[src/rtl/clock_pkg.sv]
// Shared types and BCD calendar helpers for the clock set controller.
package clock_pkg;

  typedef enum logic [2:0] {
    ST_RUN       = 3'd0,
    ST_SET_YEAR  = 3'd1,
    ST_SET_MONTH = 3'd2,
    ST_SET_DAY   = 3'd3,
    ST_SET_HOUR  = 3'd4,
    ST_SET_MIN   = 3'd5,
    ST_COMMIT    = 3'd6
  } state_t;

  typedef logic [7:0]  bcd2_t;
  typedef logic [15:0] bcd4_t;

  localparam bcd2_t MONTH_JAN = 8'h01;
  localparam bcd2_t MONTH_FEB = 8'h02;
  localparam bcd2_t MONTH_APR = 8'h04;
  localparam bcd2_t MONTH_JUN = 8'h06;
  localparam bcd2_t MONTH_SEP = 8'h09;
  localparam bcd2_t MONTH_NOV = 8'h11;
  localparam bcd2_t MONTH_DEC = 8'h12;
  localparam bcd2_t MAX_HOUR  = 8'h23;
  localparam bcd2_t MAX_MIN   = 8'h59;

  function automatic bcd2_t bcd2_inc_wrap(bcd2_t v, bcd2_t max_v, bcd2_t wrap_v);
    bcd2_t r;
    if (v >= max_v) r = wrap_v;
    else if (v[3:0] == 4'd9) r = {v[7:4] + 4'd1, 4'd0};
    else r = {v[7:4], v[3:0] + 4'd1};
    return r;
  endfunction

  function automatic bcd4_t bcd4_inc(bcd4_t v);
    bcd4_t r;
    logic  carry;
    r     = v;
    carry = 1'b1;
    for (int i = 0; i < 4; i++) begin
      if (carry) begin
        if (r[i*4 +: 4] == 4'd9) begin
          r[i*4 +: 4] = 4'd0;
        end else begin
          r[i*4 +: 4] = r[i*4 +: 4] + 4'd1;
          carry       = 1'b0;
        end
      end
    end
    return r;
  endfunction

  function automatic logic [6:0] bcd2_bin(bcd2_t v);
    return 7'(v[7:4]) * 7'd10 + 7'(v[3:0]);
  endfunction

  // Century years are leap only when the century number is itself a multiple of 4.
  function automatic logic is_leap(bcd4_t y);
    logic [6:0] yy;
    logic [6:0] cc;
    yy = bcd2_bin(y[7:0]);
    cc = bcd2_bin(y[15:8]);
    return (yy[1:0] == 2'b00) && ((yy != 7'd0) || (cc[1:0] == 2'b00));
  endfunction

  function automatic bcd2_t days_in_month(bcd2_t month, bcd4_t year);
    bcd2_t d;
    case (month)
      MONTH_FEB:                                d = is_leap(year) ? 8'h29 : 8'h28;
      MONTH_APR, MONTH_JUN, MONTH_SEP, MONTH_NOV: d = 8'h30;
      default:                                  d = 8'h31;
    endcase
    return d;
  endfunction

  function automatic logic [7:0] blink_field(state_t s);
    logic [7:0] m;
    case (s)
      ST_SET_YEAR:              m = 8'h0F;
      ST_SET_MONTH, ST_SET_MIN: m = 8'h30;
      ST_SET_DAY, ST_SET_HOUR:  m = 8'hC0;
      default:                  m = 8'h00;
    endcase
    return m;
  endfunction

endpackage

[src/rtl/clock_set_controller_tick_gen.sv]
// Free-running divider: pulse is high in the cycle the count wraps from DIV-1.
module tick_gen #(
  parameter int DIV = 10
) (
  input  logic clk,
  input  logic rst,
  input  logic en,
  input  logic clr,
  output logic pulse
);

  localparam int CW = (DIV > 1) ? $clog2(DIV) : 1;
  localparam logic [CW-1:0] LAST = CW'(DIV - 1);

  logic [CW-1:0] cnt_q, cnt_d;

  always_comb begin
    cnt_d = cnt_q;
    pulse = 1'b0;
    if (clr || !en) begin
      cnt_d = '0;
    end else if (cnt_q == LAST) begin
      cnt_d = '0;
      pulse = 1'b1;
    end else begin
      cnt_d = cnt_q + 1'b1;
    end
  end

  always_ff @(posedge clk) begin
    if (rst) cnt_q <= '0;
    else     cnt_q <= cnt_d;
  end

endmodule

[src/rtl/clock_set_controller.sv]
// Button-driven date/time edit FSM with 1 Hz advance strobe and blink mask.
module clock_set_controller
  import clock_pkg::*;
#(
  parameter int CLK_HZ   = 50_000_000,
  parameter int BLINK_HZ = 2
) (
  input  logic        clk,
  input  logic        rst,
  input  logic        btn_next,
  input  logic        btn_inc,
  input  logic [15:0] cur_year,
  input  logic [7:0]  cur_month,
  input  logic [7:0]  cur_day,
  input  logic [7:0]  cur_hour,
  input  logic [7:0]  cur_min,
  output logic        tick_1hz,
  output logic        load,
  output logic [15:0] set_year,
  output logic [7:0]  set_month,
  output logic [7:0]  set_day,
  output logic [7:0]  set_hour,
  output logic [7:0]  set_min,
  output logic        editing,
  output logic        disp_mode,
  output logic [7:0]  blink_mask
);

  localparam int BLINK_HALF = CLK_HZ / (2 * BLINK_HZ);
  localparam int BLINK_DIV  = (BLINK_HALF < 1) ? 1 : BLINK_HALF;

  state_t state_q, state_d;
  bcd4_t  year_q, year_d;
  bcd2_t  month_q, month_d, day_q, day_d, hour_q, hour_d, min_q, min_d;
  bcd2_t  day_max;
  logic   next_lvl_q, inc_lvl_q;
  logic   next_edge_q, next_edge_d, inc_edge_q, inc_edge_d;
  logic   phase_q, phase_d;
  logic   run_en, blink_clr, blink_pulse;

  always_comb begin
    next_edge_d = btn_next & ~next_lvl_q;
    inc_edge_d  = btn_inc & ~inc_lvl_q;
  end

  // A next edge always wins over a same-cycle inc edge.
  always_comb begin
    state_d = state_q;
    year_d  = year_q;
    month_d = month_q;
    day_d   = day_q;
    hour_d  = hour_q;
    min_d   = min_q;
    day_max = days_in_month(month_q, year_q);
    case (state_q)
      ST_RUN: begin
        if (next_edge_q) begin
          state_d = ST_SET_YEAR;
          year_d  = cur_year;
          month_d = cur_month;
          day_d   = cur_day;
          hour_d  = cur_hour;
          min_d   = cur_min;
        end
      end
      ST_SET_YEAR: begin
        if (next_edge_q)     state_d = ST_SET_MONTH;
        else if (inc_edge_q) year_d  = bcd4_inc(year_q);
      end
      ST_SET_MONTH: begin
        if (next_edge_q) begin
          state_d = ST_SET_DAY;
          if (day_q > day_max) day_d = day_max;
        end else if (inc_edge_q) begin
          month_d = bcd2_inc_wrap(month_q, MONTH_DEC, MONTH_JAN);
        end
      end
      ST_SET_DAY: begin
        if (next_edge_q)     state_d = ST_SET_HOUR;
        else if (inc_edge_q) day_d   = bcd2_inc_wrap(day_q, day_max, 8'h01);
      end
      ST_SET_HOUR: begin
        if (next_edge_q)     state_d = ST_SET_MIN;
        else if (inc_edge_q) hour_d  = bcd2_inc_wrap(hour_q, MAX_HOUR, 8'h00);
      end
      ST_SET_MIN: begin
        if (next_edge_q)     state_d = ST_COMMIT;
        else if (inc_edge_q) min_d   = bcd2_inc_wrap(min_q, MAX_MIN, 8'h00);
      end
      ST_COMMIT: state_d = ST_RUN;
      default:   state_d = ST_RUN;
    endcase
  end

  always_comb begin
    load       = (state_q == ST_COMMIT);
    editing    = (state_q != ST_RUN) && (state_q != ST_COMMIT);
    disp_mode  = (state_q == ST_SET_HOUR) || (state_q == ST_SET_MIN);
    blink_mask = phase_q ? blink_field(state_q) : 8'h00;
    set_year   = year_q;
    set_month  = month_q;
    set_day    = day_q;
    set_hour   = hour_q;
    set_min    = min_q;
    run_en     = (state_q == ST_RUN);
  end

  // Phase 0 means "shown"; it restarts on every state entry and accepted inc.
  always_comb begin
    blink_clr = (state_d != state_q) || (inc_edge_q && editing);
    phase_d   = phase_q;
    if (blink_clr)        phase_d = 1'b0;
    else if (blink_pulse) phase_d = ~phase_q;
  end

  tick_gen #(.DIV(CLK_HZ)) u_tick_1hz (
    .clk   (clk),
    .rst   (rst),
    .en    (run_en),
    .clr   (~run_en),
    .pulse (tick_1hz)
  );

  tick_gen #(.DIV(BLINK_DIV)) u_tick_blink (
    .clk   (clk),
    .rst   (rst),
    .en    (editing),
    .clr   (blink_clr),
    .pulse (blink_pulse)
  );

  always_ff @(posedge clk) begin
    if (rst) begin
      state_q     <= ST_RUN;
      year_q      <= '0;
      month_q     <= '0;
      day_q       <= '0;
      hour_q      <= '0;
      min_q       <= '0;
      next_lvl_q  <= 1'b0;
      inc_lvl_q   <= 1'b0;
      next_edge_q <= 1'b0;
      inc_edge_q  <= 1'b0;
      phase_q     <= 1'b0;
    end else begin
      state_q     <= state_d;
      year_q      <= year_d;
      month_q     <= month_d;
      day_q       <= day_d;
      hour_q      <= hour_d;
      min_q       <= min_d;
      next_lvl_q  <= btn_next;
      inc_lvl_q   <= btn_inc;
      next_edge_q <= next_edge_d;
      inc_edge_q  <= inc_edge_d;
      phase_q     <= phase_d;
    end
  end

endmodule

[config.mk]
export PLATFORM = sky130hd
export DESIGN_NAME = clock_set_controller
export DESIGN_NICKNAME = d
export VERILOG_FILES = /design/src/rtl/clock_pkg.sv /design/src/rtl/clock_set_controller_tick_gen.sv /design/src/rtl/clock_set_controller.sv
export SDC_FILE = /design/constraint.sdc
export NUM_CORES = 1
export LEC_CHECK = 0
export ABC_CLOCK_PERIOD_IN_PS = 5100
export CAP_MARGIN = 20
export CORE_UTILIZATION = 57
export CTS_CLUSTER_DIAMETER = 40
export CTS_CLUSTER_SIZE = 16
export DETAILED_ROUTE_END_ITERATION = 7
export PLACE_DENSITY = 0.93
export SKIP_CTS_REPAIR_TIMING = 1
export SYNTH_ARGS = -nofsm -noshare
export SYNTH_HDL_FRONTEND = slang
export SYNTH_SLANG_ARGS = --single-unit
[constraint.sdc]
create_clock -name clk -period 5.1 [get_ports clk]
set_input_delay 1.02 -clock clk [delete_from_list [all_inputs] [get_ports clk]]
set_output_delay 1.02 -clock clk [all_outputs]
set_load 0.03 [all_outputs]
==> flow_summary.ini <==
[drt]
drtIter0Drc = 474
drt-total-wl_um = 15900
vias = 5949
firstDrtPassIters = 5
viasPerCell = 6.12
drc = 0
drtAntennaViolNets = 0
wl_per_cell_um = 16.3

[synthesis]
synth.avg_cell_area_um2 = 8.15
synth_edf_count = 0
synth_fa_ha_area_share_pct = 5.33
syn_inst = 754
ys_async_sr_fraction_pct = 0
synth_xor_area_share_pct = 7.55
yosysSeqAreaShare_pct = 34.5
synthMuxAreaShare_pct = 0.346
synth-warning-count = 0
synth_compound_area_share_pct = 19.0
synth_top_family_by_area = simple AND/OR/NAND/NOR gates
synth_flop_cell = dfxtp_1
yosys.area_share.simple_pct = 27.7
syn-num-nets = 831
synth-seq-cells = 106
synth_cell_type_count = 72
syn_area_mm2 = 0.00615

[sta]
finalSetupViolCount = 0
period_minus_slack_ps = 4000
maxSlewHeadroom_pct = 26.8
worst_pin_slew_ps = 1090
max_clock_freq_ghz = 0.250
hold_slack_ps = 403
slew_viol_final = 0
skew_ps = 4.44
finalHoldViolCount = 0
grt_setup_unrepaired = no
post-route-period-util_pct = 78.4
fin_tns_setup_ps = 0

[job]
cap_viol_max_count = 0

[worst_setup_path]
cp.required_ps = 5390
worst-path-max-fanout = 10
critPathArrivalTime_ps = 4290
worstSetupEndpointType = register
start_kind = register
crit_type = reg -> reg

[die]
core_area_mm2 = 0.0104
start_util_pct = 59.3
placementRows = 37
ios = 112
die_h_um = 106
die_area_mm2 = 0.0112
die_w_um = 106

[cells_and_area]
drive_gt1_share_pct = 3.83
fin_cells = 972
antenna_cells = 0
area_delta_synth_final_pct = 20.7
final_common_cell = clkdlybuf4s50_1
final_cell_mix = 110 x clkdlybuf4s50_1, 106 x dfxtp_1, 94 x nor2_1
nets = 909
fill_cells = 784

[place]
port_buffers = 111
gp_congestion = 0.865
placedCellCount = 957
post-dp-hpwl_um = 11300

[global_routing]
grt_max_degree = 55
overflow = 0
grt_usage_pct = 28.6
grt_pass1_vias = 5722
grt_pass1_wl_um = 26200
antenna_found_initial = 0

[power_and_ir_drop]
cellPowerDensity_mw_per_mm2 = 238
power_mw = 1.77
p_leak_nw = 2.64
irDropWorstVdd_v = 0.000190

[clock_tree]
insertion_delay_ps = 380
cts_tree = yes
clk_pin_slew_ps = 90
cts_htree_levels = 3
cts_inserted_buffers = 9
cts_num_sinks = 106
cts-root-buf = clkbuf_8
clock_path_buffers = 2

[min_path]
hold_path_class = reg -> reg

[status]
outcome = complete, no violations
## kinds of logic (layout without fill, tap and decap cells)
| kind of cell | after synthesis | count (layout) |
|---|---|---|
| buffers and inverters | 79 | 161 |
| xor gates and xnor gates | 53 | 53 |
| and+or+nand+nor | 320 | 320 |
| adders and majority gates | 25 | 25 |
| muxes | 2 | 2 |
| AOI/OAI and AO/OA | 169 | 169 |
| DFF | 106 | 106 |
## per-layer routing
layer / track usage [%] / vias up / share of wire, %
met5: 0 / - / 0
met4: 8.83 / 0 / 1.8
met3: 6.74 / 32 / 6.8
met2: 49.4 / 217 / 49
met1: 35.0 / 2834 / 43
li1: - / 2866 / -
## critical path: stages, from the launching register on
cell and delay (ps):
dfxtp_1 510, ha_1 300, ha_1 200, inv_1 70, fa_1 450, nand2b_1 100
a2111oi_0 60, a2111oi_1 540, or3_1 190, ha_1 120, nor4b_1 430, o21ai_0 210
nor3_1 330, o21ai_0 140, a311oi_1 270
## per-stage QoR
step	utilization, %	worst slack, ps	area [um^2]
after floorplan	-	1440	6150
after global placement	69.6	1440	7220
after detailed placement	69.6	1240	7220
after CTS	71.6	1150	7420
after global routing	71.6	757	7420
final	71.6	1100	7420
## worst paths after layout
| path | start | to | slack [ps] | cells past startpoint |
|---|---|---|---|---|
| worst max-delay path | set_year[5]$_SDFFE_PP0P_ | set_day[5]$_SDFFE_PP0P_ | 1100 | 14 |
| worst min-delay path | inc_lvl_q$_SDFF_PP0_ | inc_edge_q$_SDFF_PP0_ | 400 | 1 |
| worst max register to register | set_year[5]$_SDFFE_PP0P_ | set_day[5]$_SDFFE_PP0P_ | 1100 | 14 |
| worst min register to register | inc_lvl_q$_SDFF_PP0_ | inc_edge_q$_SDFF_PP0_ | 400 | 1 |
## final cells by class
class	instances	area (um^2)	area share (%)
well taps	136	170	2.29
repair buffers	112	1110	15.0
multi-input cells	569	3680	49.6
flip-flops and latches	106	2120	28.6
inverters	34	128	1.72
clock inverters	5	80.1	1.08
clock buffers	10	128	1.72
## synthesized netlist by cell type, types with 8 or more instances
cell	number	area (um^2)
nor4_1	8	50.1
a21oi_1	42	210
nand4_1	12	75.1
and2_1	8	50.1
xnor2_1	33	289
nor3_1	24	120
xor2_1	20	175
nor2b_1	9	56.3
o21ai_0	18	90.1
nand2_1	51	191
a32oi_1	8	70.1
clkbuf_1	19	71.3
a211oi_1	18	135
ha_1	23	288
nor2_1	94	353
dfxtp_1	106	2120
nand3_1	35	175
buf_2	17	85.1
a21o_1	8	60.1
and3_1	16	100
inv_1	33	124
## sequential cells by signal (all words and copies together), names as in the netlist
name / flops
u_tick_blink.cnt_q: 24
next_edge_q: 1
phase_q: 1
u_tick_1hz.cnt_q: 26
set_min: 8
set_month: 8
inc_edge_q: 1
set_day: 8
state_q: 3
inc_lvl_q: 1
next_lvl_q: 1
set_hour: 8
set_year: 16
## report_power, final
part / switching [mW] / internal (mW) / leakage, nW / total (mW)
registers: 0.0487 / 0.855 / 0.860 / 0.903
clock network: 0.286 / 0.273 / 0.0984 / 0.559
logic: 0.165 / 0.141 / 1.68 / 0.306
total: 0.499 / 1.27 / 2.64 / 1.77
Note: power is estimated with default switching activity, not from simulation.
